File: config.mk
export PLATFORM = sky130hd
export DESIGN_NAME = jt51_opacc
export DESIGN_NICKNAME = d
export VERILOG_FILES = /design/src/rtl/jt51_opacc.sv
export SDC_FILE = /design/constraint.sdc
export NUM_CORES = 1
export LEC_CHECK = 0
export BUFFER_PORTS_ARGS = -buffer_cell sky130_fd_sc_hd__clkbuf_2
export CAP_MARGIN = 20
export CORE_UTILIZATION = 65
export DETAILED_ROUTE_END_ITERATION = 8
export GPL_TIMING_DRIVEN = 0
export PLACE_DENSITY_LB_ADDON = 0.25
export SYNTH_ARGS = -nofsm -noshare
export SYNTH_HDL_FRONTEND = slang
export SYNTH_SLANG_ARGS = --single-unit
File: constraint.sdc
create_clock -name clk -period 12.8 [get_ports clk]
set_input_delay 1.92 -clock clk [delete_from_list [all_inputs] [get_ports clk]]
set_output_delay 1.92 -clock clk [all_outputs]
set_load 0.05 [all_outputs]
File: src/rtl/jt51_opacc.sv
// ============================================================================
//  Module   : jt51_opacc
//  Brief    : Operator output accumulator for a 32-slot FM round. Sums carrier
//             operators into saturated left/right samples and keeps per-channel
//             carrier sums that are replayed during the next round.
//  Revision : 1.0 - initial release
// ============================================================================
`default_nettype none

module jt51_opacc (
    input  logic               clk,
    input  logic               rst_n,
    input  logic               cen,
    input  logic               zero,
    input  logic signed [13:0] op_in,
    input  logic        [2:0]  con,
    input  logic        [1:0]  rl,
    input  logic               ovf_clr,
    output logic signed [15:0] left,
    output logic signed [15:0] right,
    output logic               sample,
    output logic               ovf,
    output logic signed [15:0] ch_out,
    output logic        [2:0]  ch_idx,
    output logic               ch_valid
);

    localparam logic [4:0] C_LAST_SLOT = 5'd31;

    logic [4:0]  r_cnt;
    logic        r_synced;
    logic        r_supp;
    logic [18:0] r_acc_l;
    logic [18:0] r_acc_r;
    logic [15:0] r_left;
    logic [15:0] r_right;
    logic        r_sample;
    logic        r_ovf;
    logic [15:0] r_ch_out;
    logic [2:0]  r_ch_idx;
    logic        r_ch_valid;
    logic [15:0] r_ch_sum [0:7];

    logic [4:0]  w_slot;
    logic [1:0]  w_grp;
    logic [2:0]  w_ch;
    logic        w_carrier;
    logic [18:0] w_op19;
    logic [15:0] w_op16;
    logic [18:0] w_sum_l;
    logic [18:0] w_sum_r;
    logic        w_last;
    logic        w_supp;
    logic        w_sat_l;
    logic        w_sat_r;

    // Clamp a 19-bit two's complement sum to the 16-bit range
    function automatic logic [15:0] sat16(input logic [18:0] v);
        if (v[18:15] == 4'b0000 || v[18:15] == 4'b1111)
            sat16 = v[15:0];
        else if (v[18])
            sat16 = 16'h8000;
        else
            sat16 = 16'h7fff;
    endfunction

    assign w_slot  = zero ? 5'd0 : r_cnt;
    assign w_grp   = w_slot[4:3];
    assign w_ch    = w_slot[2:0];
    assign w_op19  = {{5{op_in[13]}}, op_in};
    assign w_op16  = {{2{op_in[13]}}, op_in};

    // Carrier decode: which operator groups reach the output for each algorithm
    always_comb begin
        w_carrier = 1'b0;
        case (con)
            3'd4:       w_carrier = w_grp[1];
            3'd5, 3'd6: w_carrier = (w_grp != 2'd0);
            3'd7:       w_carrier = 1'b1;
            default:    w_carrier = (w_grp == 2'd3);
        endcase
    end

    // Slot 0 discards the previous round's totals instead of adding to them
    assign w_sum_l = ((w_slot == 5'd0) ? 19'd0 : r_acc_l) + ((w_carrier && rl[0]) ? w_op19 : 19'd0);
    assign w_sum_r = ((w_slot == 5'd0) ? 19'd0 : r_acc_r) + ((w_carrier && rl[1]) ? w_op19 : 19'd0);
    assign w_sat_l = !(w_sum_l[18:15] == 4'b0000 || w_sum_l[18:15] == 4'b1111);
    assign w_sat_r = !(w_sum_r[18:15] == 4'b0000 || w_sum_r[18:15] == 4'b1111);

    // Only a round that started from a seen zero may produce a sample
    assign w_last  = r_synced && !zero && (r_cnt == C_LAST_SLOT);

    // Channel replay is muted for a round begun without a complete predecessor
    // (first zero after reset, or a zero arriving mid-round)
    always_comb begin
        w_supp = r_supp;
        if (zero)
            w_supp = !r_synced || (r_cnt != 5'd0);
        else if (r_cnt == 5'd0)
            w_supp = 1'b0;
    end

    // Slot counter and synchronisation state
    always_ff @(posedge clk or negedge rst_n) begin
        if (!rst_n) begin
            r_cnt    <= 5'd0;
            r_synced <= 1'b0;
            r_supp   <= 1'b0;
        end else if (cen) begin
            r_cnt  <= zero ? 5'd1 : r_cnt + 5'd1;
            r_supp <= w_supp;
            if (zero)
                r_synced <= 1'b1;
        end
    end

    // Stereo accumulators, saturated sample registers and sticky overflow
    always_ff @(posedge clk or negedge rst_n) begin
        if (!rst_n) begin
            r_acc_l  <= 19'd0;
            r_acc_r  <= 19'd0;
            r_left   <= 16'd0;
            r_right  <= 16'd0;
            r_sample <= 1'b0;
            r_ovf    <= 1'b0;
        end else begin
            r_sample <= 1'b0;
            if (cen) begin
                r_acc_l <= w_sum_l;
                r_acc_r <= w_sum_r;
                if (w_last) begin
                    r_left   <= sat16(w_sum_l);
                    r_right  <= sat16(w_sum_r);
                    r_sample <= 1'b1;
                end
                // A saturation in the same cycle as a clear wins
                if (w_last && (w_sat_l || w_sat_r))
                    r_ovf <= 1'b1;
                else if (ovf_clr)
                    r_ovf <= 1'b0;
            end
        end
    end

    // Per-channel carrier sums; entry n is replayed at slot n before being reused
    always_ff @(posedge clk or negedge rst_n) begin
        if (!rst_n) begin
            for (int i = 0; i < 8; i++)
                r_ch_sum[i] <= 16'd0;
            r_ch_out   <= 16'd0;
            r_ch_idx   <= 3'd0;
            r_ch_valid <= 1'b0;
        end else begin
            r_ch_valid <= 1'b0;
            if (cen) begin
                if (w_grp == 2'd0)
                    r_ch_sum[w_ch] <= w_carrier ? w_op16 : 16'd0;
                else if (w_carrier)
                    r_ch_sum[w_ch] <= r_ch_sum[w_ch] + w_op16;
                if ((r_synced || zero) && !w_supp && (w_grp == 2'd0)) begin
                    r_ch_out   <= r_ch_sum[w_ch];
                    r_ch_idx   <= w_ch;
                    r_ch_valid <= 1'b1;
                end
            end
        end
    end

    assign left     = r_left;
    assign right    = r_right;
    assign sample   = r_sample;
    assign ovf      = r_ovf;
    assign ch_out   = r_ch_out;
    assign ch_idx   = r_ch_idx;
    assign ch_valid = r_ch_valid;

endmodule

`default_nettype wire
==> summary.md <==
| Metric | Value |
|---|---|
| Status | finished clean |
| Fmax | about 0.15 GHz |
| Post-CTS setup buffer count | 0 |
| Post-place instance area | 0.01318 mm² |
| Fraction of layout cells with a size suffix above 1 | 14.53% |
| Max H-tree Level | 1 |
| Main synth FF type | dfrtp_1 |
| Hold Path Class | register to register |
| Number of remaining DRC errors | 0 |
| Detailed Routing Iterations Pass 1 | 6 |
| Die Width | 140.3 µm |
| Syn Nets | about 1.4k |
| Synth area leaders | dfrtp_1 (46%), ha_1 (5.4%), a21oi_1 (5.1%) |
| Number of synthesized flops with an enable pin | 0 |
| CTS tree | built |
| Slowest stage delay, CP | 0.71 ns |
| Finished Cell Area | 0.01399 mm² |
| Slew Limit Fails | 0 |
| Placed Cells | 1635 |
| Total Wirelength | roughly 34 mm |
| Clock tree buffer depth | 3 |
| CP most frequent cell | clkbuf_1 |
| Yosys warning count | 0 |
| # nets final | 1509 |
| Clock sinks | around 230 |
| GRT overflow | 0 |
| Avg WL per Cell | 20.54 µm |
| CTS clock-pin slew for the worst setup and hold paths | about 0.060 ns |
| Critical path class | input pin to register |
| Netlist cell types | between 70 and 80 |
| Final Hold Fails | 0 |
| Min Tclk post-route | 6.739 ns |
| Overall track demand over capacity in global routing | 35.68% |
| Worst hold path cell count | 2 |
| Routed Antenna Nets | 0 |
| Most frequent cell after synthesis | dfrtp_1 |
| RePlAce Congestion | 0.9360 |
| Ys async rst share | 100.0% |
| Maximum net fanout on the critical path | 10 |
| Final period util | 52.65% |
| Non-Filler Instances | 1679 |
| Core area | 0.01871 mm² |
| Yosys reg bits | approximately 230 |
| Leading area contributor after synthesis | dfrtp_1 |
| Static Leakage | 6.748 nW |
| DR vias/cell | approximately 6.5 |
| Fillcell total | 1332 |
| First-pass GRT wire length | 54.83 mm |
| Synth-to-Final Area Change | 12.52% |
| # setup viols final | 0 |
| Worst-Margin Slew | a little over 1 ns |
| Drt initial violations | 1178 |
| Unrepaired setup endpoints after global routing | no |
| Post-Syn Area | 0.01244 mm² |
| Post-synth top cells | dfrtp_1 (227), nand2_1 (152), nor2_1 (131) |
| HPWL Detailed | 24.52 mm |
| Avg Inst Size Synth | 9.407 µm² |
| DIE HEIGHT | 140.3 µm |
| Critical Path End Type | register |
| Antenna Diode Count | 0 |
| Setup Skew | 0.01364 ns |
| Worst-case reg-to-reg path depth | 17 |
| Root buf cell | clkbuf_16 |
| Post-Synthesis Cells | 1322 |
| Initial core utilization | 66.48% |
| Std-Cell Rows | 50 |
| Crit start category | input pin |
| Number of global-route vias before repair | 10.53k |
| Crit path cell chain | clkbuf_2 > clkbuf_1 > nor3_1 > clkbuf_1 > a221oi_1 > o21ai_0 > ha_1 > a21o_1 > a2111oi_1 > o311ai_0 > a41oi_1 > a211oi_1 > xnor2_1 > a21oi_1 > a31oi_1 |
| Slowest stage cell, crit path | nor3_1 |
| TritonCTS Buffers | 25 |
| Final core utilization | between 70 and 80% |
| Largest net degree at the start of global routing | 103 |
| Setup TNS | 0 ns |
| PortBufs | 77 |
| Storage cell area | 0.005680 mm² |
| Power Dens Cells | 171.5 mW/mm² |
| I/O pin total | around 80 |
| Post-synthesis sequential area ratio | 45.68% |
| Worst-skew pair later-pin latency | ~0.53 ns |
| Final Hold Slack | 0.4815 ns |
| Routed vias | 10.98k |
| Die area | 0.01969 mm² |
| VDD IR-drop max | 0.1515 mV |
| Area of the multi-input gates | between 0.006 and 0.007 mm² |
| Max-Cap Viols | 0 |
| CP required | 13.15 ns |
| Worst slew margin | 31.88% |
| Cts repair resizes | 0 |
| Hold_buf cts | 0 |
| WP data arrival | 7.09 ns |
| Post-synth top area share | 45.68% |
| Initial antenna violation count | 0 |
-- worst max-delay path, delay by kind of cell --
kind                       cells  cell delay [ns]
adders and majority gates      1             0.34
and+or+nand+nor                1             0.71
AOI/OAI and AO/OA              9             2.96
buffers and inverters          3             0.97
xor gates and xnor gates       1             0.17
-- final cells by class --
| cell class | count | share of cell area, % |
|---|---|---|
| plain buffers | 75 | 2.432 |
| clock buffers | 34 | 5.213 |
| clock inverters | 10 | 0.6081 |
| inverters | 22 | 0.5902 |
| multi-input cells | 998 | 45.26 |
| flip-flops and latches | 227 | 40.60 |
| well taps | 234 | 2.092 |
| repair buffers | 79 | 3.210 |
-- per-layer routing --
| metal | up-vias | global-route usage (%) | routed length, µm |
|---|---|---|---|
| li1 | 4945 | - | - |
| met1 | 5368 | 50.77 | 14520 |
| met2 | 561 | 54.61 | 15650 |
| met3 | 106 | 5.744 | 2965 |
| met4 | 0 | 14.92 | 1344 |
| met5 | - | 0 | 0 |
-- final timing paths --
path	startpoint	endpoint	slack (ns)
worst max register to register	r_cnt[0]	r_ch_sum[46]	6.81
worst min-delay path	r_ch_sum[39]	r_ch_sum[39]	0.48
min in group asynchronous	rst_n	right[0]	1.34
worst min register to register	r_ch_sum[39]	r_ch_sum[39]	0.48
max in group asynchronous	rst_n	r_acc_r[15]	10.23
worst max-delay path	zero	r_ch_sum[127]	6.06
-- cell families after synthesis --
logic type                 synth area share (%)
buffers and inverters                     3.401
adders and majority gates                 5.916
muxes                                     6.490
DFF                                       45.68
and+or+nand+nor                           15.85
xor gates and xnor gates                  2.747
AOI/OAI and AO/OA                         19.92
-- per-stage QoR --
| stage | total power [mW] | worst slack [ns] |
|---|---|---|
| 2_1_floorplan | 1.469 | 7.170 |
| 3_3_place_gp | 1.640 | 5.361 |
| 3_5_place_dp | 1.674 | 5.699 |
| 4_1_cts | 2.388 | 6.247 |
| 5_1_grt | 2.503 | 5.743 |
| 6_report | 2.400 | 6.061 |
-- where the power goes --
| part | internal, mW | total (mW) | switching, mW |
|---|---|---|---|
| Clock | 0.418 | 0.715 | 0.297 |
| Sequential | 0.890 | 0.987 | 0.0978 |
| Combinational | 0.239 | 0.697 | 0.459 |
-- state kept, by name, indices dropped and copies added (netlist names) --
name,cells
r_ch_sum,128
r_acc_l,19
r_acc_r,19
ch_out,16
left,16
right,16
r_cnt,5
ch_idx,3
ch_valid,1
ovf,1
r_supp,1
r_synced,1
sample,1
-- cells in the final DEF, fill, tap and decap left out, drive strengths merged, types with 6 or more instances in the layout --
cell type and instances:
a21o 17, a221oi 20, o211ai 8, o22ai 6, dfrtp 227, mux2i 21
nand3 19, clkinv 8, clkbuf 168, nor2 131, nand2 152, a22oi 10
nor3 20, o21a 9, xnor2 32, ha 54, a21oi 137, o21ai 117
buf 19, nor2b 8, mux2 53, and3 42, xor2 7, a31oi 18
a211oi 9, and2 39, nand2b 8, inv 22
Power figures use the tool's default switching activity.
